===== src/rtl/serial_mult_io_p.sv =====
// Word-serial operand loader feeding a shift-add multiplier with a busy/done handshake.
// Optional two's-complement mode is enabled by defining SERIAL_MULT_SIGNED_EN.
module serial_mult_io_p #(
  parameter int IN_W = 8,
  parameter int OP_W = 16
) (
  input  logic                              clk,
  input  logic                              rst,
  input  logic [IN_W-1:0]                   data_in,
  input  logic                              ctrl,
  output logic [2*OP_W-1:0]                 product,
  output logic                              done,
  output logic                              busy,
  output logic [$clog2(2*OP_W/IN_W):0]      load_cnt
);

  localparam int N     = OP_W / IN_W;
  localparam int WORDS = 2 * N;
  localparam int CNT_W = $clog2(WORDS) + 1;
  localparam int BIT_W = $clog2(OP_W) + 1;

  generate
    if (((OP_W % IN_W) != 0) || (OP_W < IN_W)) begin : g_bad_widths
      $error("serial_mult_io_p: OP_W must be a multiple of IN_W and >= IN_W");
    end
  endgenerate

  typedef enum logic [1:0] {
    ST_LOAD = 2'd0,
    ST_MUL  = 2'd1,
    ST_DONE = 2'd2
  } state_t;

  state_t               state_r;
  logic                 ctrl_d_r;
  logic [2*OP_W-1:0]    ops_r;
  logic [OP_W-1:0]      mcand_r;
  logic [OP_W-1:0]      mplr_r;
  logic [2*OP_W-1:0]    acc_r;
  logic [BIT_W-1:0]     bit_cnt_r;
  logic [2*OP_W-1:0]    product_r;
  logic                 done_r;
  logic                 busy_r;
  logic [CNT_W-1:0]     load_cnt_r;

  logic                 stb_s;
  logic                 last_word_s;
  logic                 mul_last_s;
  logic [2*OP_W-1:0]    ops_next_s;
  logic [OP_W-1:0]      op_a_s;
  logic [OP_W-1:0]      op_b_s;
  logic [OP_W-1:0]      mag_a_s;
  logic [OP_W-1:0]      mag_b_s;
  logic [OP_W:0]        sum_s;
  logic [2*OP_W-1:0]    acc_next_s;
  logic [2*OP_W-1:0]    result_s;

  assign stb_s       = ctrl & ~ctrl_d_r;
  assign last_word_s = (load_cnt_r == CNT_W'(WORDS - 1));
  assign mul_last_s  = (bit_cnt_r == BIT_W'(OP_W - 1));
  assign op_a_s      = ops_next_s[OP_W-1:0];
  assign op_b_s      = ops_next_s[2*OP_W-1:OP_W];

  // Operand image with the incoming word dropped into the slot chosen by load_cnt
  always_comb begin
    ops_next_s = ops_r;
    for (int i = 0; i < WORDS; i++) begin
      if (load_cnt_r == CNT_W'(i)) begin
        ops_next_s[i*IN_W +: IN_W] = data_in;
      end else begin
        ops_next_s[i*IN_W +: IN_W] = ops_r[i*IN_W +: IN_W];
      end
    end
  end

  // One shift-add step: conditional add into the upper half (carry kept), then shift right
  always_comb begin
    if (mplr_r[0]) begin
      sum_s = {1'b0, acc_r[2*OP_W-1:OP_W]} + {1'b0, mcand_r};
    end else begin
      sum_s = {1'b0, acc_r[2*OP_W-1:OP_W]};
    end
    acc_next_s = {sum_s, acc_r[OP_W-1:1]};
  end

`ifdef SERIAL_MULT_SIGNED_EN
  logic neg_r;

  function automatic logic [OP_W-1:0] neg_op(input logic [OP_W-1:0] x);
    return ~x + {{(OP_W-1){1'b0}}, 1'b1};
  endfunction

  function automatic logic [2*OP_W-1:0] neg_prod(input logic [2*OP_W-1:0] x);
    return ~x + {{(2*OP_W-1){1'b0}}, 1'b1};
  endfunction

  // -2^(OP_W-1) negates to itself, which is the correct unsigned magnitude
  assign mag_a_s  = op_a_s[OP_W-1] ? neg_op(op_a_s) : op_a_s;
  assign mag_b_s  = op_b_s[OP_W-1] ? neg_op(op_b_s) : op_b_s;
  assign result_s = neg_r ? neg_prod(acc_next_s) : acc_next_s;

  // Result sign captured alongside the magnitudes on the load-complete edge
  always_ff @(posedge clk or negedge rst) begin
    if (!rst) begin
      neg_r <= 1'b0;
    end else if ((state_r == ST_LOAD) && stb_s && last_word_s) begin
      neg_r <= op_a_s[OP_W-1] ^ op_b_s[OP_W-1];
    end else begin
      neg_r <= neg_r;
    end
  end
`else
  assign mag_a_s  = op_a_s;
  assign mag_b_s  = op_b_s;
  assign result_s = acc_next_s;
`endif

  // Main controller: strobe edge detect, word loading, multiply sequencing and outputs
  always_ff @(posedge clk or negedge rst) begin
    if (!rst) begin
      state_r    <= ST_LOAD;
      ctrl_d_r   <= 1'b0;
      ops_r      <= '0;
      mcand_r    <= '0;
      mplr_r     <= '0;
      acc_r      <= '0;
      bit_cnt_r  <= '0;
      product_r  <= '0;
      done_r     <= 1'b0;
      busy_r     <= 1'b0;
      load_cnt_r <= '0;
    end else begin
      ctrl_d_r <= ctrl;
      case (state_r)
        ST_LOAD: begin
          if (stb_s) begin
            ops_r <= ops_next_s;
            if (last_word_s) begin
              load_cnt_r <= '0;
              acc_r      <= '0;
              bit_cnt_r  <= '0;
              mcand_r    <= mag_a_s;
              mplr_r     <= mag_b_s;
              busy_r     <= 1'b1;
              state_r    <= ST_MUL;
            end else begin
              load_cnt_r <= load_cnt_r + CNT_W'(1);
            end
          end
        end
        ST_MUL: begin
          // Strobes are deliberately ignored here; the edge detector still tracks ctrl
          acc_r     <= acc_next_s;
          mplr_r    <= mplr_r >> 1;
          bit_cnt_r <= bit_cnt_r + BIT_W'(1);
          if (mul_last_s) begin
            product_r <= result_s;
            done_r    <= 1'b1;
            busy_r    <= 1'b0;
            state_r   <= ST_DONE;
          end
        end
        ST_DONE: begin
          if (stb_s) begin
            ops_r      <= ops_next_s;
            done_r     <= 1'b0;
            load_cnt_r <= CNT_W'(1);
            state_r    <= ST_LOAD;
          end
        end
        default: begin
          state_r    <= ST_LOAD;
          done_r     <= 1'b0;
          busy_r     <= 1'b0;
          load_cnt_r <= '0;
        end
      endcase
    end
  end

  assign product  = product_r;
  assign done     = done_r;
  assign busy     = busy_r;
  assign load_cnt = load_cnt_r;

endmodule


===== config.mk =====
export PLATFORM = sky130hd
export DESIGN_NAME = serial_mult_io_p
export DESIGN_NICKNAME = d
export VERILOG_FILES = /design/src/rtl/serial_mult_io_p.sv
export SDC_FILE = /design/constraint.sdc
export NUM_CORES = 1
export LEC_CHECK = 0
export ABC_CLOCK_PERIOD_IN_PS = 2600
export BUFFER_PORTS_ARGS = -buffer_cell sky130_fd_sc_hd__buf_2
export CORE_UTILIZATION = 25
export DETAILED_ROUTE_END_ITERATION = 10
export GPL_TIMING_DRIVEN = 0
export PLACE_DENSITY_LB_ADDON = 0.2
export SLEW_MARGIN = 5
export SYNTH_ARGS = -nofsm -noshare
export SYNTH_HDL_FRONTEND = slang
export SYNTH_SLANG_ARGS = --single-unit

===== constraint.sdc =====
create_clock -name clk -period 2.6 [get_ports clk]
set_input_delay 0.52 -clock clk [delete_from_list [all_inputs] [get_ports clk]]
set_output_delay 0.52 -clock clk [all_outputs]
set_load 0.01 [all_outputs]

Yosys cells after proc, flatten, opt, wreduce, memory -nomap -nowiden:

Cells that the tools add are included.

* $add $sub $neg: 3
* $lt $le $gt $ge: 0
* equality and inequality tests: 10
* multipliers: 0
* multiplexer cells: 30
* div/mod/pow operators: 0
* shifts and indexed selects: 0
* reduce and logical (&&, ||, !) cells: 12
* bitwise logic cells: 5

Operators with widths (count)
* $mux 32: 2
* $pmux 32 s2: 1
* $mux 16: 2
* $mux 8: 4
* $pmux 16 s2: 1
* $add 16x16->17: 1
* $mux 17: 1
* $reduce_and 3->1: 4
* $mux 5: 2
* $pmux 5 s2: 1
* $mux 3: 3
* $pmux 3 s3: 1
* $mux 2: 4
* $ne 2x2->1 const B: 4
* $reduce_and 4->1: 2
* $eq 3x2->1 const B: 2
* $pmux 1 s3: 2
* $pmux 2 s3: 1
* $add 5x1->5 const B: 1
* $eq 5x4->1 const B: 1
* $mux 1: 5
* $not 1->1: 4
* $reduce_and 2->1: 2
* $add 3x1->3 const B: 1
* other kinds (8): 8

* input bits: 11
* memory bits (read-only): 0
* memories kept: 0
* logic and storage cells: 71
* register bits after elaboration: 141
* bits in writable memories: 0
* output and inout bits: 37
* latch bits: 0

Depth between registers and ports, before layout:

* depth in word-level cells: 5
* gate-level depth with buffers: 9
* gate-level depth less buffers: 8

Worst setup path before layout:

No wires, ideal clock.

* path kind: register to register
* start: register mcand_r[0]
* end: register acc_r[31]
* setup slack: 0.174 ns
* buffers on the path: 0
* stages on the path, launching flop included: 9
* clock period less this slack: 2.426 ns
* setup time: 0.120 ns
* required time: 2.480 ns
* arrival: 2.307 ns
* cell sequence: dfrtp_1 ha_1 fa_1 a21o_1 a221oi_2 o21ai_2 o32a_1 and3_4 a31o_1

* word-level cells in the longest chain between the ends: 3

RTL lines
* start, declared: RTL line 37 `logic [OP_W-1:0] mcand_r;`
* start signal, assigned: RTL line 142 `mcand_r <= mag_a_s;`
* $add 16x16->17: RTL line 79 `sum_s = {1'b0, acc_r[2*OP_W-1:OP_W]} + {1'b0, mcand_r};`
* $mux 17: RTL line 78 `if (mplr_r[0]) begin`
* $pmux 32 s2: RTL line 134 `case (state_r)`
* end signal, assigned: RTL line 153 `acc_r <= acc_next_s;`
* end, declared: RTL line 39 `logic [2*OP_W-1:0] acc_r;`

Every way passes these cells.
A chain may end at the register's enable or synchronous reset.

Worst setup path in the final report:

* start: register acc_r[16]
* end: register acc_r[31]

* word-level cells in the longest chain between the ends: 3

RTL lines (RTL line)
* $add 16x16->17: 79
* $mux 17: 78
* $pmux 32 s2: 134

Every way passes these cells.

==> flow_summary.toml <==
[synth]
syn-num-nets = 636
ys_types = 44
ys_seq_area_share_pct = 53.5
netlist_instances = 602
synth_edf_count = 0
ys_ff_latch = 138
synthArstFlopShare_pct = 100
ys.warnings.count = 0
dominantRegCellSynth = "dfrtp_1"
syn_area_per_cell_um2 = 10.7
syn_area_um2 = 6450

[placed_design]
dp.cells = 980
numPortBuffers = 47
hpwl_um = 12100
place_congestion = 0.904
dp_slack_ns = -0.0484

[pwr]
p_leak_nw = 3.64
p_comb_share_pct = 38.3
ir_drop_uv = 385
cellInternalPower_w = 0.00575
seq_power_share_pct = 36.6
clkPwrFrac_pct = 25.2
switching_share_pct = 39.1
pwr_density_cell_nw_per_um2 = 1220
p_switching_w = 0.00369

[worst_setup_path]
worstSetupPathType = "flip-flop to flip-flop"
arrival_ns = 2.86
cp.buffers_inverters = 0
cp_slowest_stage_delay_ns = 0.41
required_ns = 2.92
worst-path-stages = 8
path_delay_family = "compound AO/OA/AOI/OAI gates"
worstRegToRegCells = 8
crit_path_start_kind = "flip-flop"
crit_fanout = 3
crit_chain = "ha_2 -> fa_2 -> a21o_1 -> a221oi_4 -> o21ai_2 -> o32a_1 -> and3_4 -> a31o_1"
crit_slowest_cell = "dfrtp_1"
endpoint_kind = "flip-flop"

[global_route]
overflow = 0
grt_pass1_vias = 4825
antenna_found_initial = 2
grt_start_max_net_pins = 75
grt_pass1_wl_um = 26600
grtUsageTotal_pct = 13.2

[floorplanning]
rows = 58
die_area_um2 = 26500
dieHeight_um = 163
die_width_um = 163
boundaryPins = 48
start_util_pct = 25.6
core_um2 = 25300

[finish]
n_antenna_cell = 0
final_layout_size_suffix_gt1_share_pct = 19.1
final_nets = 706
layout_common_cells = "dfrtp_1 (138), o21ai_0 (79), nand2_1 (74)"
areaGrowthSynthToFinish_pct = 20.2
stdcell_count = 1015
num-fill-cells = 2626
layout_commonest_cell = "dfrtp_1"

[run]
maxCapViolations = 0

[outcome]
outcome = "completed"

[detailed_routing]
drcViolationCount = 0
drt-vias-per-instance = 4.68
drtIter0Drc = 318
drt_first_pass_iters = 5
final_antenna_net_count = 0
vias = 4746
wirelength_um = 16500
wl_per_cell_um = 16.2

[timing]
slew_viol_final = 0
worst_slack_ns = 0.0612
clock.fmax_ghz = 0.394
slew_headroom_pct = 49.6
worst_pin_slew_ns = 0.756
setup_viol = 0
clock_skew_ns = 0.00748
period_share_pct = 97.6
final_hold_viol_count = 0
fin_crit_ns = 2.54

[cts]
ctsRootBufferMaster = "clkbuf_16"
clk_pin_slew_worst_paths_ns = 0.06
clkSinkCount = 138
clock_latency_ns = 0.43
ctsHoldBuffers = 0
numCtsBuffers = 17
htreeDepth = 4
cts_tree = "yes"
cts_max_path_buffers = 2

[min_path]
hp-class = "primary input to asynchronous set/reset pin"
logic make-up after synthesis:
kind of cell / synth area share (%)
AO/OA/AOI/OAI: 16.8
XOR/XNOR: 1.76
adder cells (fa/ha/maj): 4.57
buffers and inverters: 2.62
flip-flops: 53.5
multiplexers: 11.8
AND/OR/NAND/NOR: 8.96
worst reg2reg max path, stage by stage (launching register included):
cell,delay (ns)
dfrtp_1,0.41
ha_2,0.21
fa_2,0.35
a21o_1,0.25
a221oi_4,0.30
o21ai_2,0.11
o32a_1,0.39
and3_4,0.21
a31o_1,0.20
power by group through the flow:
stage               sequential [W]  combinational [W]  clock, W
floorplan                  0.00338            0.00253         0
global placement           0.00346            0.00347         0
detailed placement         0.00349            0.00357         0
CTS                        0.00346            0.00361   0.00245
global route               0.00357            0.00407   0.00253
finish                     0.00345            0.00361   0.00238
cell usage after synthesis, drive strengths merged, types with 2 or more instances:
cell type,number,share of area (%)
dfrtp,138,53
o21ai,80,6.3
nand2,74,4.3
a21oi,42,3.3
mux2i,41,6.4
nor2,38,2.2
mux2,31,5.4
clkbuf,30,1.7
ha,22,4.3
a22o,20,2.7
xnor2,9,1.2
inv,8,0.47
a22oi,7,0.81
a31oi,6,0.58
a21o,5,0.58
and3,5,0.64
nand2b,5,0.48
a31o,4,0.54
buf,4,0.41
nor3b,4,0.47
xor2,4,0.54
nand3,3,0.23
a2bb2oi,2,0.27
nand4,2,0.19
nor2b,2,0.19
o211ai,2,0.23
o21bai,2,0.23
or3,2,0.19
worst paths after layout:
| check | startpoint | slack (ns) | to |
|---|---|---|---|
| worst min register to register | product[24]$_DFFE_PN0P_ | 0.47 | product[24]$_DFFE_PN0P_ |
| max in group asynchronous | rst | 1.70 | acc_r[1]$_DFFE_PN0P_ |
| worst max-delay path | acc_r[16]$_DFFE_PN0P_ | 0.06 | acc_r[31]$_DFFE_PN0P_ |
| worst max register to register | acc_r[16]$_DFFE_PN0P_ | 0.06 | acc_r[31]$_DFFE_PN0P_ |
| min in group clk | ctrl | 0.24 | ctrl_d_r$_DFF_PN0_ |
| worst min-delay path | rst | 0.14 | ops_r[0]$_DFFE_PN0P_ |
layer usage:
| metal | GRT usage (%) | vias to the layer above | part of all wire [%] | wire length, um |
|---|---|---|---|---|
| met5 | 0 | - | 0.16 | 27 |
| met4 | 4.93 | 4 | 1.7 | 279 |
| met3 | 3.46 | 20 | 4.6 | 763 |
| met2 | 19.8 | 97 | 44 | 7220 |
| met1 | 18.1 | 2326 | 50 | 8200 |
| li1 | - | 2299 | - | - |
area by class of cell:
class	instances	area (um^2)	share of cell area, %
clock buffers	19	443	5.71
clock inverters	13	135	1.74
multi-input cells	422	2850	36.8
flip-flops and latches	138	3450	44.5
inverters	8	30.0	0.387
well taps	330	413	5.32
repair buffers	51	292	3.76
plain buffers	34	140	1.81
state kept, by name (all words and copies together), names as in the netlist, 2 cells and up:
register and flops:
product 32, acc_r 31, ops_r 30, mcand_r 16
mplr_r 16, bit_cnt_r 5, load_cnt 3, state_r 2
timing repair:
| action | 4_1_cts | 5_1_grt |
|---|---|---|
| resized for setup | 1 | 5 |
| endpoints found under the setup margin | 4 | 15 |
| pin swaps | 2 | 2 |
| buffers inserted | 1 | 2 |
per-stage QoR:
stage | cell area [um^2] | total power [W] | hold slack (ns) | utilization (%) | TNS (ns)
2_1_floorplan | 6450 | 0.00590 | 0.224 | - | 0
4_1_cts | 7730 | 0.00952 | 0.155 | 30.6 | 0
6_report | 7760 | 0.00944 | 0.139 | 30.7 | 0
3_5_place_dp | 7140 | 0.00706 | 0.468 | 28.3 | -0.0751
5_1_grt | 7760 | 0.0102 | 0.192 | 30.7 | -0.0474
3_3_place_gp | 7100 | 0.00694 | 0.467 | 28.1 | -125.98
(Power assumes the default switching activity.)
